## src/rtl/mem_wr_burst_ctrl_if.sv

```systemverilog
// -----------------------------------------------------------------------------
// mem_wr_burst_ctrl_if
//
// Bundles every non-clock signal of the DDR4 write-burst controller:
//   - request handshake from the image-interface chain
//       init_calib_complete, mem_wr_req, mem_wr_addr[28:0], mem_wr_ack
//   - upstream FWFT FIFO
//       fifo_rd_data_count[8:0], mem_wdata_rd_en, mem_wdf_data[127:0]
//   - MIG command channel
//       app_en, app_cmd[2:0], app_addr[28:0], app_rdy
//   - MIG write-data channel
//       app_wdf_wren, app_wdf_end, app_wdf_data[127:0], app_wdf_mask[15:0],
//       app_wdf_rdy
//   - status
//       busy, bursts_done[15:0]
//
// Modports:
//   slave  - the burst controller (serves requests, drives the MIG app bus)
//   master - the surrounding system (upstream, FIFO, MIG model)
// -----------------------------------------------------------------------------
interface mem_wr_burst_ctrl_if;

    // Request handshake
    logic         init_calib_complete;
    logic         mem_wr_req;
    logic [28:0]  mem_wr_addr;
    logic         mem_wr_ack;

    // Upstream FWFT FIFO
    logic [8:0]   fifo_rd_data_count;
    logic         mem_wdata_rd_en;
    logic [127:0] mem_wdf_data;

    // MIG command channel
    logic         app_en;
    logic [2:0]   app_cmd;
    logic [28:0]  app_addr;
    logic         app_rdy;

    // MIG write-data channel
    logic         app_wdf_wren;
    logic         app_wdf_end;
    logic [127:0] app_wdf_data;
    logic [15:0]  app_wdf_mask;
    logic         app_wdf_rdy;

    // Status
    logic         busy;
    logic [15:0]  bursts_done;

    modport slave (
        input  init_calib_complete,
        input  mem_wr_req,
        input  mem_wr_addr,
        output mem_wr_ack,
        input  fifo_rd_data_count,
        output mem_wdata_rd_en,
        input  mem_wdf_data,
        output app_en,
        output app_cmd,
        output app_addr,
        input  app_rdy,
        output app_wdf_wren,
        output app_wdf_end,
        output app_wdf_data,
        output app_wdf_mask,
        input  app_wdf_rdy,
        output busy,
        output bursts_done
    );

    modport master (
        output init_calib_complete,
        output mem_wr_req,
        output mem_wr_addr,
        input  mem_wr_ack,
        output fifo_rd_data_count,
        input  mem_wdata_rd_en,
        output mem_wdf_data,
        input  app_en,
        input  app_cmd,
        input  app_addr,
        output app_rdy,
        input  app_wdf_wren,
        input  app_wdf_end,
        input  app_wdf_data,
        input  app_wdf_mask,
        output app_wdf_rdy,
        input  busy,
        input  bursts_done
    );

endinterface

```

## src/rtl/mem_wr_burst_ctrl.sv

```systemverilog
// -----------------------------------------------------------------------------
// mem_wr_burst_ctrl
//
// Write-side controller between the camera image-interface chain and the MIG
// DDR4 user interface. One burst request is accepted at a time; each burst
// issues BURST_BEATS write commands and BURST_BEATS 128-bit data beats, the
// data being drained from the selected camera FIFO (first-word-fall-through).
// Everything runs on the MIG user clock.
//
// Parameters:
//   BURST_BEATS - 128-bit beats per request (1..256)
//   ADDR_INCR   - app_addr increment per command beat
//
// Ports:
//   mem_clk   - MIG user clock, rising edge
//   mem_reset - asynchronous, active-high reset
//   bus       - mem_wr_burst_ctrl_if.slave (handshake, FIFO, MIG, status)
//
// The command and data channels are counted independently (cmd_left_r,
// data_left_r) so data can run ahead of commands and commands never wait
// for data. The burst ends only when both counters are zero.
// -----------------------------------------------------------------------------
module mem_wr_burst_ctrl #(
    parameter int BURST_BEATS = 64,
    parameter int ADDR_INCR   = 8
) (
    input  logic                  mem_clk,
    input  logic                  mem_reset,
    mem_wr_burst_ctrl_if.slave    bus
);

    typedef enum logic [1:0] {
        IDLE  = 2'd0,
        BURST = 2'd1,
        DONE  = 2'd2
    } state_t;

    // 9-bit counters so that BURST_BEATS = 256 loads as 9'd256.
    localparam logic [8:0]  BEATS_C = 9'(BURST_BEATS);
    localparam logic [28:0] INCR_C  = 29'(ADDR_INCR);

    state_t        state_r;
    logic [8:0]    cmd_left_r;
    logic [8:0]    data_left_r;
    logic [28:0]   app_addr_r;
    logic          app_en_r;
    logic          app_wdf_wren_r;
    logic          app_wdf_end_r;
    logic          mem_wr_ack_r;
    logic          busy_r;
    logic [15:0]   bursts_done_r;

    logic          start_s;
    logic          cmd_fire_s;
    logic          data_fire_s;
    logic [8:0]    cmd_left_nxt_s;
    logic [8:0]    data_left_nxt_s;

    // Acceptance condition and per-channel transfer / remaining-count terms.
    always_comb begin
        start_s         = bus.mem_wr_req & bus.init_calib_complete &
                          (bus.fifo_rd_data_count >= BEATS_C);
        cmd_fire_s      = app_en_r & bus.app_rdy;
        data_fire_s     = app_wdf_wren_r & bus.app_wdf_rdy;
        cmd_left_nxt_s  = cmd_left_r  - {8'd0, cmd_fire_s};
        data_left_nxt_s = data_left_r - {8'd0, data_fire_s};
    end

    // Burst FSM with all strobes registered from the next-state counters,
    // so app_en tracks (cmd_left != 0) and app_wdf_wren tracks (data_left != 0).
    always_ff @(posedge mem_clk or posedge mem_reset) begin
        if (mem_reset) begin
            state_r        <= IDLE;
            cmd_left_r     <= 9'd0;
            data_left_r    <= 9'd0;
            app_addr_r     <= 29'd0;
            app_en_r       <= 1'b0;
            app_wdf_wren_r <= 1'b0;
            app_wdf_end_r  <= 1'b0;
            mem_wr_ack_r   <= 1'b0;
            busy_r         <= 1'b0;
            bursts_done_r  <= 16'd0;
        end else begin
            case (state_r)
                IDLE: begin
                    if (start_s) begin
                        state_r        <= BURST;
                        app_addr_r     <= bus.mem_wr_addr;
                        cmd_left_r     <= BEATS_C;
                        data_left_r    <= BEATS_C;
                        app_en_r       <= 1'b1;
                        app_wdf_wren_r <= 1'b1;
                        app_wdf_end_r  <= 1'b1;
                        mem_wr_ack_r   <= 1'b1;
                        busy_r         <= 1'b1;
                    end else begin
                        state_r        <= IDLE;
                        app_en_r       <= 1'b0;
                        app_wdf_wren_r <= 1'b0;
                        app_wdf_end_r  <= 1'b0;
                        mem_wr_ack_r   <= 1'b0;
                        busy_r         <= 1'b0;
                    end
                end

                BURST: begin
                    // Calibration and mem_wr_req are deliberately not looked
                    // at here: an accepted burst always runs to completion.
                    mem_wr_ack_r   <= 1'b0;
                    busy_r         <= 1'b1;
                    cmd_left_r     <= cmd_left_nxt_s;
                    data_left_r    <= data_left_nxt_s;
                    app_en_r       <= (cmd_left_nxt_s != 9'd0);
                    app_wdf_wren_r <= (data_left_nxt_s != 9'd0);
                    app_wdf_end_r  <= (data_left_nxt_s != 9'd0);
                    if (cmd_fire_s) begin
                        app_addr_r <= app_addr_r + INCR_C;
                    end else begin
                        app_addr_r <= app_addr_r;
                    end
                    if ((cmd_left_nxt_s == 9'd0) && (data_left_nxt_s == 9'd0)) begin
                        state_r <= DONE;
                    end else begin
                        state_r <= BURST;
                    end
                end

                DONE: begin
                    // One quiet cycle lets upstream update address and FIFO
                    // count before mem_wr_req is sampled again in IDLE.
                    state_r        <= IDLE;
                    bursts_done_r  <= bursts_done_r + 16'd1;
                    busy_r         <= 1'b0;
                    mem_wr_ack_r   <= 1'b0;
                    app_en_r       <= 1'b0;
                    app_wdf_wren_r <= 1'b0;
                    app_wdf_end_r  <= 1'b0;
                end

                default: begin
                    state_r        <= IDLE;
                    cmd_left_r     <= 9'd0;
                    data_left_r    <= 9'd0;
                    app_en_r       <= 1'b0;
                    app_wdf_wren_r <= 1'b0;
                    app_wdf_end_r  <= 1'b0;
                    mem_wr_ack_r   <= 1'b0;
                    busy_r         <= 1'b0;
                end
            endcase
        end
    end

    assign bus.mem_wr_ack      = mem_wr_ack_r;
    assign bus.app_en          = app_en_r;
    assign bus.app_cmd         = 3'b000;
    assign bus.app_addr        = app_addr_r;
    assign bus.app_wdf_wren    = app_wdf_wren_r;
    assign bus.app_wdf_end     = app_wdf_end_r;
    // FWFT head word goes straight to the MIG; it only advances on a pop,
    // so it holds naturally while app_wdf_rdy is low.
    assign bus.app_wdf_data    = bus.mem_wdf_data;
    assign bus.app_wdf_mask    = 16'h0000;
    assign bus.mem_wdata_rd_en = data_fire_s;
    assign bus.busy            = busy_r;
    assign bus.bursts_done     = bursts_done_r;

endmodule

```

## src/flat_wrapper.sv

```systemverilog
// flat-port wrapper written by rule: the top's interface ports become plain ports
module mem_wr_burst_ctrl_flat 
#(
    parameter int BURST_BEATS = 64,
    parameter int ADDR_INCR   = 8
)
  (mem_clk, mem_reset, bus_init_calib_complete, bus_mem_wr_req, bus_mem_wr_addr, bus_mem_wr_ack, bus_fifo_rd_data_count, bus_mem_wdata_rd_en, bus_mem_wdf_data, bus_app_en, bus_app_cmd, bus_app_addr, bus_app_rdy, bus_app_wdf_wren, bus_app_wdf_end, bus_app_wdf_data, bus_app_wdf_mask, bus_app_wdf_rdy, bus_busy, bus_bursts_done);
  mem_wr_burst_ctrl_if bus_i ();
  input  logic mem_clk;
  input  logic mem_reset;
  input wire logic [$bits(bus_i.init_calib_complete)-1:0] bus_init_calib_complete;
  input wire logic [$bits(bus_i.mem_wr_req)-1:0] bus_mem_wr_req;
  input wire logic [$bits(bus_i.mem_wr_addr)-1:0] bus_mem_wr_addr;
  output wire logic [$bits(bus_i.mem_wr_ack)-1:0] bus_mem_wr_ack;
  input wire logic [$bits(bus_i.fifo_rd_data_count)-1:0] bus_fifo_rd_data_count;
  output wire logic [$bits(bus_i.mem_wdata_rd_en)-1:0] bus_mem_wdata_rd_en;
  input wire logic [$bits(bus_i.mem_wdf_data)-1:0] bus_mem_wdf_data;
  output wire logic [$bits(bus_i.app_en)-1:0] bus_app_en;
  output wire logic [$bits(bus_i.app_cmd)-1:0] bus_app_cmd;
  output wire logic [$bits(bus_i.app_addr)-1:0] bus_app_addr;
  input wire logic [$bits(bus_i.app_rdy)-1:0] bus_app_rdy;
  output wire logic [$bits(bus_i.app_wdf_wren)-1:0] bus_app_wdf_wren;
  output wire logic [$bits(bus_i.app_wdf_end)-1:0] bus_app_wdf_end;
  output wire logic [$bits(bus_i.app_wdf_data)-1:0] bus_app_wdf_data;
  output wire logic [$bits(bus_i.app_wdf_mask)-1:0] bus_app_wdf_mask;
  input wire logic [$bits(bus_i.app_wdf_rdy)-1:0] bus_app_wdf_rdy;
  output wire logic [$bits(bus_i.busy)-1:0] bus_busy;
  output wire logic [$bits(bus_i.bursts_done)-1:0] bus_bursts_done;
  assign bus_i.init_calib_complete = bus_init_calib_complete;
  assign bus_i.mem_wr_req = bus_mem_wr_req;
  assign bus_i.mem_wr_addr = bus_mem_wr_addr;
  assign bus_mem_wr_ack = bus_i.mem_wr_ack;
  assign bus_i.fifo_rd_data_count = bus_fifo_rd_data_count;
  assign bus_mem_wdata_rd_en = bus_i.mem_wdata_rd_en;
  assign bus_i.mem_wdf_data = bus_mem_wdf_data;
  assign bus_app_en = bus_i.app_en;
  assign bus_app_cmd = bus_i.app_cmd;
  assign bus_app_addr = bus_i.app_addr;
  assign bus_i.app_rdy = bus_app_rdy;
  assign bus_app_wdf_wren = bus_i.app_wdf_wren;
  assign bus_app_wdf_end = bus_i.app_wdf_end;
  assign bus_app_wdf_data = bus_i.app_wdf_data;
  assign bus_app_wdf_mask = bus_i.app_wdf_mask;
  assign bus_i.app_wdf_rdy = bus_app_wdf_rdy;
  assign bus_busy = bus_i.busy;
  assign bus_bursts_done = bus_i.bursts_done;
  mem_wr_burst_ctrl #(.BURST_BEATS(BURST_BEATS), .ADDR_INCR(ADDR_INCR)) u_core (.mem_clk(mem_clk), .mem_reset(mem_reset), .bus(bus_i));
endmodule
```

## config.mk

```make
export PLATFORM = sky130hd
export DESIGN_NAME = mem_wr_burst_ctrl_flat
export DESIGN_NICKNAME = d
export VERILOG_FILES = /design/src/rtl/mem_wr_burst_ctrl_if.sv /design/src/rtl/mem_wr_burst_ctrl.sv /design/src/flat_wrapper.sv
export SDC_FILE = /design/constraint.sdc
export NUM_CORES = 1
export LEC_CHECK = 0
export CAP_MARGIN = 30
export CORE_AREA = 4 4 143 145
export DETAILED_ROUTE_END_ITERATION = 6
export DIE_AREA = 0 0 147 149
export GPL_ROUTABILITY_DRIVEN = 0
export HOLD_SLACK_MARGIN = 0.12
export PLACE_DENSITY_LB_ADDON = 0.1
export SKIP_CTS_REPAIR_TIMING = 1
export SYNTH_ARGS = -nofsm -noshare
export SYNTH_HDL_FRONTEND = slang
export SYNTH_SLANG_ARGS = --single-unit
```

## constraint.sdc

```tcl
create_clock -name mem_clk -period 2.9 [get_ports mem_clk]
set_input_delay 0.29 -clock mem_clk [delete_from_list [all_inputs] [get_ports mem_clk]]
set_output_delay 0.29 -clock mem_clk [all_outputs]
set_load 0.1 [all_outputs]
```

Yosys cells after proc, flatten, opt, wreduce, memory -nomap -nowiden --
Cells that the tools add are included.
Word-level totals: register bits 69, bits of input ports 172, output and inout bits 198, word-level logic and storage cells 46
Operators by class: add/subtract/negate cells 4, order comparisons 1, equal/unequal tests 4, mux-type cells 14, bitwise gates (word level) 5, reductions and logical operators 9
Operator list (count):
- 29-bit 2-to-1 mux | 2
- 29-bit one-hot mux with 2 select lines | 1
- 9-bit one-hot mux with 3 select lines | 2
- 29-bit by 4-bit adder with 29-bit output (second input constant) | 1
- 9-bit logical NOT | 2
- 9-bit nonzero test | 2
- 9-bit by 1-bit subtractor with 9-bit output | 2
- 16-bit by 1-bit adder with 16-bit output (second input constant) | 1
- 9-bit by 7-bit greater-or-equal comparator with 1-bit output (second input constant) | 1
- 9-bit 2-to-1 mux | 1
- 1-bit one-hot mux with 2 select lines | 3
- 1-bit AND | 4
- 2-bit by 1-bit inequality test with 1-bit output (second input constant) | 2
- 2-bit one-hot mux with 2 select lines | 1
- 1-bit 2-to-1 mux | 3
- 3-bit AND reduction | 1
- 2-bit by 1-bit equality test with 1-bit output (second input constant) | 1
- 2-bit equality test (second input constant) | 1
- 2-bit logical NOT | 1
- 2-bit 2-to-1 mux | 1
- 2-bit AND reduction | 1
- 2-bit nonzero test | 1
- 1-bit logical AND | 1
- 1-bit inverter | 1

Depth between registers and ports, before layout --
word-level depth 6, mapped depth 8

Least setup slack after synthesis --
No wires, ideal clock.
path type register to register, start reg u_core.app_wdf_wren_r, in the netlist u_core.bus.app_wdf_wren, end reg u_core.data_left_r[8], arrival 3.268 ns, required time 2.777 ns, path slack -0.491 ns, stages on the path, launching flop included 9, buffers on the path 0, cell sequence dfrtp_1 -> and2_1 -> ha_1 -> ha_1 -> or4b_1 -> nor4_1 -> nor2_1 -> o21ai_0 -> nand2_1
Between the ends: word-level cells in the longest chain between the ends 3
RTL lines:
- start: declaration | line mem_wr_burst_ctrl.sv:47 | logic app_wdf_wren_r;
- start signal: assignment | line mem_wr_burst_ctrl.sv:114 | app_wdf_wren_r <= (data_left_nxt_s != 9'd0);
- 1-bit AND | line mem_wr_burst_ctrl.sv:64 | data_fire_s = app_wdf_wren_r & bus.app_wdf_rdy;
- via bus_mem_wdata_rd_en | line flat_wrapper.sv:16 | output wire logic [$bits(bus_i.mem_wdata_rd_en)-1:0] bus_mem_wdata_rd_en;
- 9-bit by 1-bit subtractor with 9-bit output | line mem_wr_burst_ctrl.sv:66 | data_left_nxt_s = data_left_r - {8'd0, data_fire_s};
- 9-bit one-hot mux with 3 select lines | line mem_wr_burst_ctrl.sv:84 | case (state_r)
- end signal: assignment | line mem_wr_burst_ctrl.sv:112 | data_left_r <= data_left_nxt_s;
- end: declaration | line mem_wr_burst_ctrl.sv:44 | logic [8:0] data_left_r;
The timed path passes the listed nets, and every way through them passes these cells. A chain may end at the register's enable or synchronous reset.

Worst setup path in the final report --
start in bus_app_rdy, end reg u_core.app_en_r, in the netlist u_core.bus.app_en
Between the ends: word-level cells in the longest chain between the ends 4
RTL lines:
- start: declaration | line flat_wrapper.sv:21 | input wire logic [$bits(bus_i.app_rdy)-1:0] bus_app_rdy;
- 1-bit AND | line mem_wr_burst_ctrl.sv:63 | cmd_fire_s = app_en_r & bus.app_rdy;
- 9-bit by 1-bit subtractor with 9-bit output | line mem_wr_burst_ctrl.sv:65 | cmd_left_nxt_s = cmd_left_r - {8'd0, cmd_fire_s};
- 9-bit nonzero test | line mem_wr_burst_ctrl.sv:113 | app_en_r <= (cmd_left_nxt_s != 9'd0);
- 1-bit one-hot mux with 2 select lines | line mem_wr_burst_ctrl.sv:84
- end signal: assignment | line mem_wr_burst_ctrl.sv:113
- end: declaration | line mem_wr_burst_ctrl.sv:46 | logic app_en_r;
Every way passes these cells.

==> results.json <==
{
  "startpoint_type": "input pin",
  "worst_pin_slew_ns": 0.619,
  "rr_endpoint": "u_core.bus.app_en$_DFF_PP0_",
  "grt_pass1_wl_um": 21300,
  "r2r_cells": 8,
  "arrival_ns": 2.67,
  "first_pass_iters": 5,
  "multiInputGateArea_mm2": 0.00209,
  "worst_ep_required_time_ns": 3.17,
  "drt_iter0_markers": 151,
  "slew_headroom": 0.587,
  "n_antenna_cell": 0,
  "avgRoutedWirePerCell_um": 16.8,
  "power_density_mw_per_mm2": 1180,
  "clock_sinks": 69,
  "grt.overflow.total": 0,
  "nFillCells": 2064,
  "cap_viol_max_count": 0,
  "max_freq_mhz": 415,
  "antenna_found_initial": 0,
  "ys_ff_latch": 69,
  "finalHoldViolCount": 0,
  "regArea_mm2": 0.00173,
  "finalCritPeriodShare": 0.830,
  "synth.distinct_cells": 67,
  "setup_slack_ns": 0.493,
  "synth_top_family_by_area": "buffers and inverters",
  "dieHeight_um": 149,
  "finClkSkew_ns": 0.00899,
  "worstPathCellList": "clkdlybuf4s50_1 > and2_1 > ha_1 > ha_1 > or4b_4 > o41a_2 > mux2_2 > and3_1 > o21ai_2",
  "path_clk_slew_ns": 0.05,
  "drc": 0,
  "synth-edff-count": 0,
  "grtUsageTotal": 0.123,
  "grt_max_degree": 48,
  "slew_viol_final": 0,
  "root_buffer": "clkbuf_16",
  "nets": 717,
  "yosys_warnings": 0,
  "drive_gt1_frac": 0.179,
  "power_uw": 6330,
  "most-common-layout-cells": "dfrtp_1, buf_4, nor2_1",
  "fin_tns_setup_ns": 0,
  "fin_crit_ns": 2.41,
  "crit_end": "u_core.bus.app_en$_DFF_PP0_",
  "dp.cells": 793,
  "peakVddDrop_v": 0.000633,
  "crit_start": "bus_app_rdy",
  "ant_nets": 0,
  "die_w_um": 147,
  "insertion_delay_ns": 0.34,
  "path_delay_family": "simple AND/OR/NAND/NOR gates",
  "ys_async_sr_fraction": 1.00,
  "synth_xor_area_frac": 0.0313,
  "start_util": 0.262,
  "cp_common_cell": "ha_1",
  "max_stage_delay_ns": 0.51,
  "htreeDepth": 3,
  "cts_inserted_buffers": 9,
  "dieArea_mm2": 0.0219,
  "cp_num_buf_inv": 1,
  "wl_um": 13500,
  "rsz0062_at_grt": "no",
  "syn-cell-area_mm2": 0.00504,
  "synth-simple-area-share": 0.184,
  "hold_class": "input pin to asynchronous set/reset pin",
  "num_io_pins": 370,
  "crit_cells": 9,
  "clockBufferDepth": 2,
  "synth-seq-area-share": 0.343,
  "num_rows": 51,
  "ys.flop_type": "dfrtp_1",
  "finalSetupViolCount": 0,
  "slowest_stage": "or4b_4",
  "fin_cells": 807,
  "synthMuxAreaShare": 0.00646,
  "area_growth_pct": 6.16,
  "synth_area_per_cell_um2": 8.66,
  "dpl_worst_slack_ns": 0.164,
  "viasPerCell": 4.69,
  "io_buffers": 88,
  "fin_area_mm2": 0.00535,
  "dpl.hpwl_um": 9760,
  "r2r-start": "u_core.bus.app_en$_DFF_PP0_",
  "fp.coreArea_mm2": 0.0192,
  "synthCells": 582,
  "grt_pass1_vias": 3786,
  "mostFrequentLayoutCell": "dfrtp_1",
  "place_area_mm2": 0.00506,
  "cts_tree": "done",
  "synth_compound_area_frac": 0.163,
  "synthAdderAreaFrac": 0.0149,
  "cp_max_fo": 6,
  "r2r_setup_slack_ns": 0.55,
  "worstSetupPathType": "input pin to flip-flop",
  "p_leak_uw": 0.00227,
  "endpoint_kind": "flip-flop",
  "status": "finished, final reports clean",
  "vias": 3783
}
-- sequential cells by signal, indices dropped and copies added, names as in the netlist --
| signal | cells |
|---|---|
| u_core.state_r | 2 |
| u_core.bus.mem_wr_ack | 1 |
| u_core.bus.bursts_done | 16 |
| u_core.bus.app_addr | 29 |
| u_core.bus.app_en | 1 |
| u_core.bus.busy | 1 |
| u_core.bus.app_wdf_wren | 1 |
| u_core.cmd_left_r | 9 |
| u_core.data_left_r | 9 |
-- through the flow --
step / hold WS (ns) / utilization
floorplan: 0.395 / -
global placement: 0.461 / 0.263
detailed placement: 0.472 / 0.263
CTS: 0.381 / 0.278
global route: 0.421 / 0.278
finish: 0.362 / 0.278
-- Yosys cell counts, types with 2 or more instances --
master,count,area (um2)
o22a_1,5,43.8
or3_1,2,12.5
xor2_1,5,43.8
nand4_1,12,75.1
a22oi_1,3,22.5
o21ai_2,3,26.3
dfrtp_1,69,1730
nor2_1,47,176
inv_1,13,48.8
nor3_1,10,50.1
nand3_1,13,65.1
nand2b_1,5,31.3
mux2_2,2,22.5
and2_1,4,25.0
a21oi_1,28,140
xnor2_1,13,114
a41oi_1,2,17.5
a311oi_1,2,17.5
o41ai_1,3,26.3
o21ai_0,44,220
nor4_1,5,31.3
buf_6,2,22.5
a31oi_1,7,43.8
a2bb2oi_1,4,35.0
buf_4,150,1130
nor3_4,2,32.5
nand2_1,45,169
and3_1,7,43.8
nor3b_1,3,22.5
and4_1,4,35.0
o32a_1,2,20.0
o31ai_1,4,30.0
o21a_1,2,15.0
ha_1,6,75.1
clkbuf_1,10,37.5
buf_2,6,30.0
o22ai_1,6,37.5
or4_1,3,22.5
-- how the worst min path moves through the flow --
stage,endpoint,startpoint
finish,u_core.bus.bursts_done[11]$_DFFE_PP0N_,mem_reset
detailed placement,u_core.data_left_r[0]$_DFFE_PP0P_,u_core.data_left_r[0]$_DFFE_PP0P_
floorplan,u_core.bus.app_addr[0]$_DFFE_PP0P_,bus_mem_wr_addr[0]
global route,u_core.bus.bursts_done[11]$_DFFE_PP0N_,mem_reset
global placement,u_core.bus.app_addr[0]$_DFFE_PP0P_,u_core.bus.app_addr[0]$_DFFE_PP0P_
CTS,u_core.bus.app_addr[28]$_DFFE_PP0P_,mem_reset
-- report_power, final --
group	switching [uW]	leakage [uW]	total [uW]	internal [uW]
registers	466	0.000858	1760	1290
clock network	421	0.000145	1120	702
logic	2580	0.00126	3450	870
-- cell type report --
| type | instances | area share |
|---|---|---|
| clock buffer | 12 | 0.0480 |
| clock inverter | 2 | 0.00655 |
| inverter | 14 | 0.0108 |
| multi-input combinational | 347 | 0.390 |
| sequential | 69 | 0.323 |
| tap | 265 | 0.0620 |
| timing repair buffer | 98 | 0.160 |
-- cells by family (layout without fill, tap and decap cells) --
kind of cell               after synthesis  after routing
and+or+nand+nor                        174            174
muxes                                    3              3
xor gates and xnor gates                18             18
buffers and inverters                  184            126
AOI/OAI and AO/OA                      127            127
adders and majority gates                6              6
DFF                                     69             69
other                                    1             19
-- routing by layer --
layer / up-vias / GRT usage / wire length, um
li1: 1774 / - / -
met1: 1790 / 0.146 / 5680
met2: 148 / 0.199 / 6470
met3: 71 / 0.0425 / 875
met4: 0 / 0.0587 / 494
met5: - / 0 / 0
No activity file was read; power rests on OpenSTA's default activity.
==> RTL edit (same settings) <==
Reset style: synchronous (`mem_reset`), changed in one clocked block. Comments in the files are not updated.
--- a/src/rtl/mem_wr_burst_ctrl.sv
+++ b/src/rtl/mem_wr_burst_ctrl.sv
@@ -68,7 +68,7 @@
 
     // Burst FSM with all strobes registered from the next-state counters,
     // so app_en tracks (cmd_left != 0) and app_wdf_wren tracks (data_left != 0).
-    always_ff @(posedge mem_clk or posedge mem_reset) begin
+    always_ff @(posedge mem_clk) begin
         if (mem_reset) begin
             state_r        <= IDLE;
             cmd_left_r     <= 9'd0;
Function: differs if mem_reset is asserted again (counterexample within 4 cycles, from zero or initial values and one cycle with mem_reset high); with mem_reset held inactive, the same outputs for 4 cycles.
==> RTL edit against the original RTL <==
- largest cell class unchanged
- area after synthesis is 5.0% lower
- critical path depth rose by 1
- wire length grew 3.1%
- critical endpoint is now u_core.bus.app_en
- sequential cell count stayed put
- worst setup slack lost 0.22 ns
- global-route usage up 0.16 points
- critical path type unchanged
- maximum frequency fell by 8.3%
- design area fell by 3.3%
- register-to-register slack lost 0.14 ns
Power is not compared: it rests on default switching activity, and its combinational part moved more than twofold at a synthesized area within 25%.
==> RTL edit: results (changes against the original RTL) <==
<table>
<tr><th>Metric</th><th>Value</th></tr>
<tr><th colspan="2">Logic synthesis</th></tr>
<tr><td>List of most frequent post-synthesis cells</td><td>sky130_fd_sc_hd__buf_4 (148), sky130_fd_sc_hd__dfxtp_1 (69), sky130_fd_sc_hd__nor2_1 (56) (was sky130_fd_sc_hd__buf_4 (150), sky130_fd_sc_hd__dfrtp_1 (69), sky130_fd_sc_hd__nor2_1 (47))</td></tr>
<tr><td>Cell variety after synth</td><td>60 (was 67)</td></tr>
<tr><td>Post-synth ARST share</td><td>0% (was 100%)</td></tr>
<tr><td>Synthesized-area fraction occupied by ao, oa, aoi and oai cells</td><td>16.6% (was 16.3%)</td></tr>
<tr><td>Xor and xnor fraction of the mapped netlist area</td><td>3.66% (was 3.13%)</td></tr>
<tr><td>Adder and majority cell fraction of the synthesized area</td><td>1.57% (was 1.49%)</td></tr>
<tr><td>Share of the yosys chip area belonging to registers</td><td>28.9% (was 34.3%)</td></tr>
<tr><td>Synth area leaders</td><td>sky130_fd_sc_hd__dfxtp_1 (29%), sky130_fd_sc_hd__buf_4 (23%), sky130_fd_sc_hd__o21ai_0 (4.7%) (was sky130_fd_sc_hd__dfrtp_1 (34%), sky130_fd_sc_hd__buf_4 (22%), sky130_fd_sc_hd__o21ai_0 (4.4%))</td></tr>
<tr><th colspan="2">Placed design</th></tr>
<tr><td>Pre-CTS WS</td><td>-0.0977 ns (was 0.164 ns)</td></tr>
<tr><th colspan="2">Worst setup path</th></tr>
<tr><td>Crit Path Max Fanout</td><td>3 (was 6)</td></tr>
<tr><td>Arrival time at the worst endpoint</td><td>2.81 ns (was 2.67 ns)</td></tr>
<tr><td>Beginning of the worst register-to-register path</td><td>u_core.bus.app_en (unchanged)</td></tr>
<tr><td>Setup slack, reg-to-reg</td><td>0.41 ns (was 0.55 ns)</td></tr>
<tr><td>Cells on worst reg2reg path</td><td>9 (was 8)</td></tr>
<tr><th colspan="2">Hold path</th></tr>
<tr><td>Kind of path behind the tightest hold check</td><td>input pin to register (was input pin to asynchronous set/reset pin)</td></tr>
<tr><th colspan="2">Drt</th></tr>
<tr><td>Total iterations of the first detailed-routing run</td><td>4 (was 5)</td></tr>
<tr><th colspan="2">Run status</th></tr>
<tr><td>Result of the run</td><td>complete, no violations (unchanged)</td></tr>
<tr><th colspan="2">Global routing</th></tr>
<tr><td>Overall Global Routing Usage</td><td>12.4% (was 12.3%)</td></tr>
<tr><th colspan="2">Finish</th></tr>
<tr><td>Number of nets in the layout</td><td>754 (was 717)</td></tr>
<tr><td>Share of post-route cells with drive strength above 1</td><td>17.7% (was 17.9%)</td></tr>
</table>
[RTL edit: cell count changes after synthesis, sizes merged, moves of 5 or more]
cell | before | now
a211oi | 1 | 10
a21o | 0 | 5
and2 | 4 | 9
buf | 159 | 151
clkbuf | 11 | 24
dfrtp | 69 | 0
dfxtp | 0 | 69
inv | 14 | 6
mux2i | 1 | 6
nor2 | 48 | 56
o22a | 5 | 0
o22ai | 6 | 0
or3 | 2 | 10
xor2 | 5 | 11
[RTL edit: final cells by class]
cell class	count	area, um^2
flip-flops and latches	69	1390
well taps	265	332
clock buffers	14	254
repair buffers	110	913
clock inverters	2	10.0
multi-input cells	380	2250
fillers	2097	14000
inverters	6	22.5
[RTL edit: per-stage QoR]
step / area [um^2] / setup TNS (ns) / hold WS (ns) / cells
2_1_floorplan: 4870 / 0 / 0.425 / 630
3_3_place_gp: 4910 / -0.134 / 0.434 / 830
3_5_place_dp: 4910 / -0.323 / 0.449 / 830
4_1_cts: 5170 / 0 / 0.411 / 846
5_1_grt: 5170 / 0 / 0.442 / 846
6_report: 5170 / 0 / 0.412 / 846
[RTL edit: power groups by stage]
stage	Clock, uW	Sequential, uW	Combinational (uW)
3_3_place_gp	0	1080	855
2_1_floorplan	0	1330	1230
6_report	1020	1060	848
3_5_place_dp	0	1080	858
5_1_grt	1100	1070	903
4_1_cts	1070	1060	858
[RTL edit: routing by layer]
layer | global-route usage [%] | share of wire [%]
met3 | 2.83 | 6.4
met2 | 20.8 | 47
met5 | 0 | 0
met4 | 6.38 | 2.7
met1 | 15.0 | 44
[RTL edit: tightest hold or removal path, delay by kind of cell]
kind,cells,cell delay [ns]
compound gates,1,0.06
buf+inv,2,0.34
